--- src/rtl/balanca_preco_seq.sv ---
// balanca_preco_seq: sequential scale-pricing block.
// A latched tare is subtracted from the gross weight, and the net weight is
// multiplied by the price per kg. The rounded item price and the display
// splits are then produced by one shared restoring divider that yields one
// quotient bit per cycle. A saturating basket total and an item counter are
// maintained alongside.
module balanca_preco_seq #(
  parameter int PESO_W  = 14,
  parameter int PRECO_W = 14,
  parameter int ACC_W   = 24,
  parameter int CNT_W   = 8,
  localparam int PC_W   = PESO_W + PRECO_W - 9
) (
  input  logic               clk,
  input  logic               rst_n,
  input  logic               start,
  input  logic               acumular,
  input  logic               tara_load,
  input  logic               limpar_total,
  input  logic [PESO_W-1:0]  weightInGrams,
  input  logic [PRECO_W-1:0] centimos,
  output logic               busy,
  output logic               done,
  output logic               tara_neg,
  output logic [PESO_W-1:0]  Peso_Final_unidades,
  output logic [9:0]         Peso_Final_decimal,
  output logic [PRECO_W-1:0] Preco_Por_Kg_Parte_Inteira,
  output logic [6:0]         Preco_Por_Kg_Parte_Decimal,
  output logic [PC_W-1:0]    Preco_Parte_Inteira,
  output logic [6:0]         Preco_Parte_Decimal,
  output logic [ACC_W-1:0]   total_centimos,
  output logic [CNT_W-1:0]   n_itens
);

  // The divider's dividend register is as wide as the largest dividend.
  // The product plus the rounding offset always fits in DW bits for these
  // widths, so the top bit of the full-width product is never set.
  localparam int DW = PESO_W + PRECO_W;
  localparam int CW = $clog2(DW);

  typedef enum logic [2:0] {
    IDLE        = 3'd0,
    MUL         = 3'd1,
    DIV_PRECO   = 3'd2,
    SPLIT_PRECO = 3'd3,
    SPLIT_PESO  = 3'd4,
    SPLIT_PPK   = 3'd5,
    DONE        = 3'd6
  } state_t;

  state_t             state_r;

  // Operands latched when a request is accepted.
  logic [PESO_W-1:0]  tara_r;
  logic [PESO_W-1:0]  net_r;
  logic [PRECO_W-1:0] ppk_r;
  logic               acc_r;
  logic               neg_r;
  logic [PC_W-1:0]    pc_r;

  // Shared divider state.
  logic [DW-1:0]      dvd_r;
  logic [9:0]         rem_r;
  logic [9:0]         div_r;
  logic [CW-1:0]      cnt_r;

  // Staged results that are copied to the outputs together in DONE.
  logic [PC_W-1:0]    preco_int_r;
  logic [6:0]         preco_dec_r;
  logic [PESO_W-1:0]  peso_int_r;
  logic [9:0]         peso_dec_r;
  logic [PRECO_W-1:0] ppk_int_r;
  logic [6:0]         ppk_dec_r;

  // Combinational helpers.
  logic [PESO_W-1:0]  tara_eff_s;
  logic [PESO_W-1:0]  net_s;
  logic               neg_s;
  logic [DW-1:0]      prod_s;
  logic [10:0]        r_s;
  logic               q_s;
  logic [9:0]         rem_next_s;
  logic [DW-1:0]      dvd_next_s;
  logic               last_s;
  logic [ACC_W:0]     sum_s;

  // Net weight: a tare loaded in the same cycle as start is applied immediately.
  always_comb begin
    tara_eff_s = tara_r;
    net_s      = {PESO_W{1'b0}};
    neg_s      = 1'b0;
    if (tara_load) begin
      tara_eff_s = weightInGrams;
    end else begin
      tara_eff_s = tara_r;
    end
    if (weightInGrams >= tara_eff_s) begin
      net_s = weightInGrams - tara_eff_s;
      neg_s = 1'b0;
    end else begin
      net_s = {PESO_W{1'b0}};
      neg_s = 1'b1;
    end
  end

  // Product with a +500 offset, so the later divide by 1000 rounds half up.
  always_comb begin
    prod_s = {{PRECO_W{1'b0}}, net_r} * {{PESO_W{1'b0}}, ppk_r}
           + {{(DW-10){1'b0}}, 10'd500};
  end

  // One restoring-division step: shift in the dividend MSB, then subtract if possible.
  always_comb begin
    r_s        = {rem_r, dvd_r[DW-1]};
    q_s        = 1'b0;
    rem_next_s = r_s[9:0];
    if (r_s >= {1'b0, div_r}) begin
      q_s        = 1'b1;
      rem_next_s = r_s[9:0] - div_r;
    end else begin
      q_s        = 1'b0;
      rem_next_s = r_s[9:0];
    end
    dvd_next_s = {dvd_r[DW-2:0], q_s};
    last_s     = (cnt_r == {CW{1'b0}});
  end

  // Candidate basket total, one bit wider so that saturation can be detected.
  always_comb begin
    sum_s = {1'b0, total_centimos} + {{(ACC_W+1-PC_W){1'b0}}, pc_r};
  end

  // Main sequencer: operand capture, divider phases, and registered result outputs.
  always_ff @(posedge clk or negedge rst_n) begin
    if (!rst_n) begin
      state_r                    <= IDLE;
      tara_r                     <= {PESO_W{1'b0}};
      net_r                      <= {PESO_W{1'b0}};
      ppk_r                      <= {PRECO_W{1'b0}};
      acc_r                      <= 1'b0;
      neg_r                      <= 1'b0;
      pc_r                       <= {PC_W{1'b0}};
      dvd_r                      <= {DW{1'b0}};
      rem_r                      <= 10'd0;
      div_r                      <= 10'd0;
      cnt_r                      <= {CW{1'b0}};
      preco_int_r                <= {PC_W{1'b0}};
      preco_dec_r                <= 7'd0;
      peso_int_r                 <= {PESO_W{1'b0}};
      peso_dec_r                 <= 10'd0;
      ppk_int_r                  <= {PRECO_W{1'b0}};
      ppk_dec_r                  <= 7'd0;
      busy                       <= 1'b0;
      done                       <= 1'b0;
      tara_neg                   <= 1'b0;
      Peso_Final_unidades        <= {PESO_W{1'b0}};
      Peso_Final_decimal         <= 10'd0;
      Preco_Por_Kg_Parte_Inteira <= {PRECO_W{1'b0}};
      Preco_Por_Kg_Parte_Decimal <= 7'd0;
      Preco_Parte_Inteira        <= {PC_W{1'b0}};
      Preco_Parte_Decimal        <= 7'd0;
    end else begin
      done <= 1'b0;
      case (state_r)
        IDLE: begin
          if (tara_load) begin
            tara_r <= weightInGrams;
          end else begin
            tara_r <= tara_r;
          end
          if (start) begin
            net_r   <= net_s;
            neg_r   <= neg_s;
            ppk_r   <= centimos;
            acc_r   <= acumular;
            busy    <= 1'b1;
            state_r <= MUL;
          end else begin
            busy    <= 1'b0;
            state_r <= IDLE;
          end
        end
        MUL: begin
          dvd_r   <= prod_s;
          rem_r   <= 10'd0;
          div_r   <= 10'd1000;
          cnt_r   <= CW'(DW - 1);
          state_r <= DIV_PRECO;
        end
        DIV_PRECO: begin
          if (last_s) begin
            pc_r    <= dvd_next_s[PC_W-1:0];
            dvd_r   <= {dvd_next_s[PC_W-1:0], {(DW-PC_W){1'b0}}};
            rem_r   <= 10'd0;
            div_r   <= 10'd100;
            cnt_r   <= CW'(PC_W - 1);
            state_r <= SPLIT_PRECO;
          end else begin
            dvd_r   <= dvd_next_s;
            rem_r   <= rem_next_s;
            cnt_r   <= cnt_r - {{(CW-1){1'b0}}, 1'b1};
          end
        end
        SPLIT_PRECO: begin
          if (last_s) begin
            preco_int_r <= dvd_next_s[PC_W-1:0];
            preco_dec_r <= rem_next_s[6:0];
            dvd_r       <= {net_r, {(DW-PESO_W){1'b0}}};
            rem_r       <= 10'd0;
            div_r       <= 10'd1000;
            cnt_r       <= CW'(PESO_W - 1);
            state_r     <= SPLIT_PESO;
          end else begin
            dvd_r       <= dvd_next_s;
            rem_r       <= rem_next_s;
            cnt_r       <= cnt_r - {{(CW-1){1'b0}}, 1'b1};
          end
        end
        SPLIT_PESO: begin
          if (last_s) begin
            peso_int_r <= dvd_next_s[PESO_W-1:0];
            peso_dec_r <= rem_next_s;
            dvd_r      <= {ppk_r, {(DW-PRECO_W){1'b0}}};
            rem_r      <= 10'd0;
            div_r      <= 10'd100;
            cnt_r      <= CW'(PRECO_W - 1);
            state_r    <= SPLIT_PPK;
          end else begin
            dvd_r      <= dvd_next_s;
            rem_r      <= rem_next_s;
            cnt_r      <= cnt_r - {{(CW-1){1'b0}}, 1'b1};
          end
        end
        SPLIT_PPK: begin
          if (last_s) begin
            ppk_int_r <= dvd_next_s[PRECO_W-1:0];
            ppk_dec_r <= rem_next_s[6:0];
            state_r   <= DONE;
          end else begin
            dvd_r     <= dvd_next_s;
            rem_r     <= rem_next_s;
            cnt_r     <= cnt_r - {{(CW-1){1'b0}}, 1'b1};
          end
        end
        DONE: begin
          Peso_Final_unidades        <= peso_int_r;
          Peso_Final_decimal         <= peso_dec_r;
          Preco_Por_Kg_Parte_Inteira <= ppk_int_r;
          Preco_Por_Kg_Parte_Decimal <= ppk_dec_r;
          Preco_Parte_Inteira        <= preco_int_r;
          Preco_Parte_Decimal        <= preco_dec_r;
          tara_neg                   <= neg_r;
          done                       <= 1'b1;
          busy                       <= 1'b0;
          state_r                    <= IDLE;
        end
        default: begin
          busy    <= 1'b0;
          state_r <= IDLE;
        end
      endcase
    end
  end

  // Basket total and item counter; a clear request overrides a same-cycle accumulate.
  always_ff @(posedge clk or negedge rst_n) begin
    if (!rst_n) begin
      total_centimos <= {ACC_W{1'b0}};
      n_itens        <= {CNT_W{1'b0}};
    end else if (limpar_total) begin
      total_centimos <= {ACC_W{1'b0}};
      n_itens        <= {CNT_W{1'b0}};
    end else if ((state_r == DONE) && acc_r) begin
      if (sum_s[ACC_W]) begin
        total_centimos <= {ACC_W{1'b1}};
      end else begin
        total_centimos <= sum_s[ACC_W-1:0];
      end
      if (n_itens != {CNT_W{1'b1}}) begin
        n_itens <= n_itens + {{(CNT_W-1){1'b0}}, 1'b1};
      end else begin
        n_itens <= n_itens;
      end
    end else begin
      total_centimos <= total_centimos;
      n_itens        <= n_itens;
    end
  end

endmodule

--- config.mk ---
export PLATFORM = sky130hd
export DESIGN_NAME = balanca_preco_seq
export DESIGN_NICKNAME = d
export VERILOG_FILES = /design/src/rtl/balanca_preco_seq.sv
export SDC_FILE = /design/constraint.sdc
export NUM_CORES = 1
export LEC_CHECK = 0
export BUFFER_PORTS_ARGS = -buffer_cell sky130_fd_sc_hd__buf_2
export CAP_MARGIN = 20
export CORE_UTILIZATION = 43
export CTS_CLUSTER_DIAMETER = 30
export CTS_CLUSTER_SIZE = 24
export DETAILED_ROUTE_END_ITERATION = 16
export PLACE_DENSITY = 0.61
export SYNTH_ARGS = -nofsm -noshare
export SYNTH_HDL_FRONTEND = slang
export SYNTH_SLANG_ARGS = --single-unit
--- constraint.sdc ---
create_clock -name clk -period 8.1 [get_ports clk]
set_input_delay 0 -clock clk [delete_from_list [all_inputs] [get_ports clk]]
set_output_delay 0 -clock clk [all_outputs]
set_load 0.005 [all_outputs]
==> results.sh <==
export IMPL_ys_top_cells_by_area="dfrtp_1, fa_1, ha_1"
export IMPL_ys_seq_area_share_pct=34.47
export IMPL_clock_path_buffers=3
export IMPL_hold_path_cell_count=3
export IMPL_die_x_um=222.9
export IMPL_place_gp_congestion=0.8930
export IMPL_first_iter_violations=1239
export IMPL_grt_start_max_net_pins=176
export IMPL_hold_slack_ns=0.02052
export IMPL_first_global_vias=17170
export IMPL_end_kind="flip-flop"
export IMPL_synth_top_cell_by_area="dfrtp_1"
export IMPL_grt_most_used_layer="met2"
export IMPL_tritoncts="built"
export IMPL_drc=0
export IMPL_clk_latency_ns=0.59
export IMPL_p_per_area_mw_per_mm2=184.5
export IMPL_min_period_ns=6.066
export IMPL_syn_inst=2138
export IMPL_vias=16260
export IMPL_grt_setup_unrepaired="no"
export IMPL_track_usage_pct=23.28
export IMPL_reg2reg_depth=19
export IMPL_hold_violations=0
export IMPL_post_synth_top_count_cell="dfrtp_1"
export IMPL_min_path_type="in -> reg"
export IMPL_rows=80
export IMPL_start_kind="flip-flop"
export IMPL_syn_avg_cell_area_um2=9.812
export IMPL_io_pins=140
export IMPL_async_reset_ff_share_pct=100.0
export IMPL_skew_ns=0.02670
export IMPL_overflow=0
export IMPL_h_tree_depth=3
export IMPL_relSlewSlack_pct=27.63
export IMPL_area_growth_pct=20.14
export IMPL_ir_drop_mv=0.1865
export IMPL_arrival_ns=6.52
export IMPL_setup_violations=0
export IMPL_yosys_warnings=0
export IMPL_worstPathRequired_ns=8.55
export IMPL_coreArea_mm2=0.04795
export IMPL_antenna_found_initial=0
export IMPL_grtUsageMet2_pct=38.44
export IMPL_fin_crit_sh_pct=74.88
export IMPL_ctsRootBufferMaster="clkbuf_16"
export IMPL_nNetsFinal=2613
export IMPL_max_clock_freq_ghz=0.1649
export IMPL_crit_type="reg -> reg"
export IMPL_synth_edff_count=0
export IMPL_dieArea_mm2=0.04968
export IMPL_dp_slack_ns=1.984
export IMPL_cellLeakagePower_nw=12.66
export IMPL_grt_pass1_wl_um=91500
export IMPL_port_buffers=139
export IMPL_fin_tns_setup_ns=0
export IMPL_wirelength_um=55290
export IMPL_drv_slew=0
export IMPL_status="complete, no violations"
export IMPL_avgRoutedWirePerCell_um=18.64
export IMPL_syn_area_mm2=0.02098
export IMPL_die_h_um=222.9
export IMPL_ys_flop_type="dfrtp_1"
export IMPL_synth_cell_types=74
export IMPL_clk_pin_slew_worst_paths_ns=0.04
export IMPL_vias_per_cell=5.482
export IMPL_post_cts_buffers=0
export IMPL_ys_ff_latch=289
export IMPL_drtPass1Iterations=7
export IMPL_dpl_hpwl_um=38650
export IMPL_antennaDiodeCount=0
export IMPL_cts_sinks=289
export IMPL_grt_use_met3_pct=3.885
export IMPL_drive_above_1_share_pct=18.58
export IMPL_timing_final_ws_setup_ns=2.034
export IMPL_cts_buffers=72
export IMPL_synth_commonest_cells="dfrtp_1, nand2_1, inv_1"
export IMPL_start_util_pct=43.76
export IMPL_drv_cap=0
export IMPL_final_antenna_net_count=0
export IMPL_worst_pin_slew_ns=1.086
export IMPL_yosysTopAreaCellShare_pct=34.47
export IMPL_syn_num_nets=2457
export IMPL_grt_util_met1_pct=30.80
export IMPL_critical_path_max_fanout=16
[placed cells by master, fill, tap and decap left out, types with 32 or more instances in the layout]
cell type | Yosys | routed
mux2_2 | 137 | 137
inv_1 | 202 | 202
clkbuf_16 | 0 | 73
fa_1 | 151 | 151
nand2_1 | 282 | 281
mux2i_1 | 32 | 32
ha_1 | 134 | 134
and2_1 | 108 | 108
a21oi_1 | 102 | 102
nor2_1 | 96 | 95
dfrtp_1 | 289 | 289
o21ai_0 | 105 | 105
buf_2 | 9 | 138
dlygate4sd3_1 | 0 | 36
[repair_timing]
| action | 4_1_cts | 5_1_grt |
|---|---|---|
| hold buffers | 36 | 0 |
| endpoints found under the hold margin | 171 | 0 |
| gates resized for setup | 0 | 0 |
[cell families (layout without fill, tap and decap cells)]
family | count (synthesis) | count (layout) | synth area share [%]
flip-flops | 289 | 289 | 34.47
multiplexers | 172 | 172 | 9.042
AO/OA/AOI/OAI | 411 | 411 | 12.43
buffers and inverters | 314 | 528 | 5.672
AND/OR/NAND/NOR | 614 | 614 | 13.77
XOR/XNOR | 53 | 53 | 2.213
adder cells (fa/ha/maj) | 285 | 285 | 22.40
[path summary, 6_finish.rpt]
| kind | start | to | slack (ns) |
|---|---|---|---|
| worst max-delay path | net_r[8] | dvd_r[25] | 2.03 |
| worst min-delay path | tara_load | tara_r[13] | 0.02 |
| worst max register to register | net_r[8] | dvd_r[25] | 2.03 |
| worst min register to register | preco_dec_r[1] | preco_dec_r[1] | 0.47 |
| max in group asynchronous | rst_n | div_r[6] | 6.44 |
| min in group asynchronous | rst_n | total_centimos[23] | 0.11 |
[cell type report]
type | instances | area [µm²]
fillers | 4248 | 22740
multi-input cells | 1535 | 12580
flip-flops and latches | 289 | 7232
clock buffers | 90 | 2021
repair buffers | 192 | 1214
well taps | 615 | 769.5
inverters | 204 | 765.7
clock inverters | 42 | 626.9
[report_power, final]
part | switching [mW] | leakage, nW | internal (mW)
Combinational | 0.0739 | 7.45 | 0.0422
Clock | 0.930 | 1.26 | 2.16
Sequential | 0.000000000000000377 | 3.94 | 1.45
[registers in the layout, indices dropped and copies added (netlist names), 5 cells and up]
name / cells
Peso_Final_decimal: 10
Peso_Final_unidades: 14
Preco_Parte_Decimal: 7
Preco_Parte_Inteira: 19
Preco_Por_Kg_Parte_Decimal: 7
Preco_Por_Kg_Parte_Inteira: 14
cnt_r: 5
dvd_r: 28
n_itens: 8
net_r: 14
pc_r: 19
peso_dec_r: 10
peso_int_r: 14
ppk_dec_r: 7
ppk_int_r: 14
ppk_r: 14
preco_dec_r: 7
preco_int_r: 19
rem_r: 10
tara_r: 14
total_centimos: 24
[worst max-delay path, stage by stage (launching register included)]
cell	delay, ns
dfrtp_1	0.63
and2_1	0.31
fa_1	0.50
inv_1	0.05
fa_1	0.48
inv_1	0.05
fa_1	0.48
fa_1	0.50
fa_1	0.51
inv_1	0.06
fa_1	0.48
inv_1	0.04
ha_1	0.38
and3_1	0.20
o21ai_0	0.10
o211a_1	0.26
or2_1	0.27
o41ai_1	0.37
xnor2_1	0.17
o21ai_1	0.07
[through the flow]
stage / total power, mW / cells / area [µm²] / util [%]
after global routing: 4.782 / 2967 / 25200 / 52.57
after detailed placement: 1.574 / 2798 / 22180 / 46.26
after CTS: 4.701 / 2966 / 25190 / 52.54
after global placement: 1.573 / 2798 / 22180 / 46.26
after floorplan: 1.518 / 2138 / 20980 / -
final: 4.651 / 2967 / 25200 / 52.57
[routing by layer]
| layer | share of wire [%] | vias to the layer above |
|---|---|---|
| met2 | 48 | 420 |
| met5 | 0 | - |
| met4 | 3.2 | 0 |
| met3 | 4.4 | 112 |
| met1 | 44 | 8143 |
| li1 | - | 7589 |
Note: power is estimated with default switching activity, not from simulation.
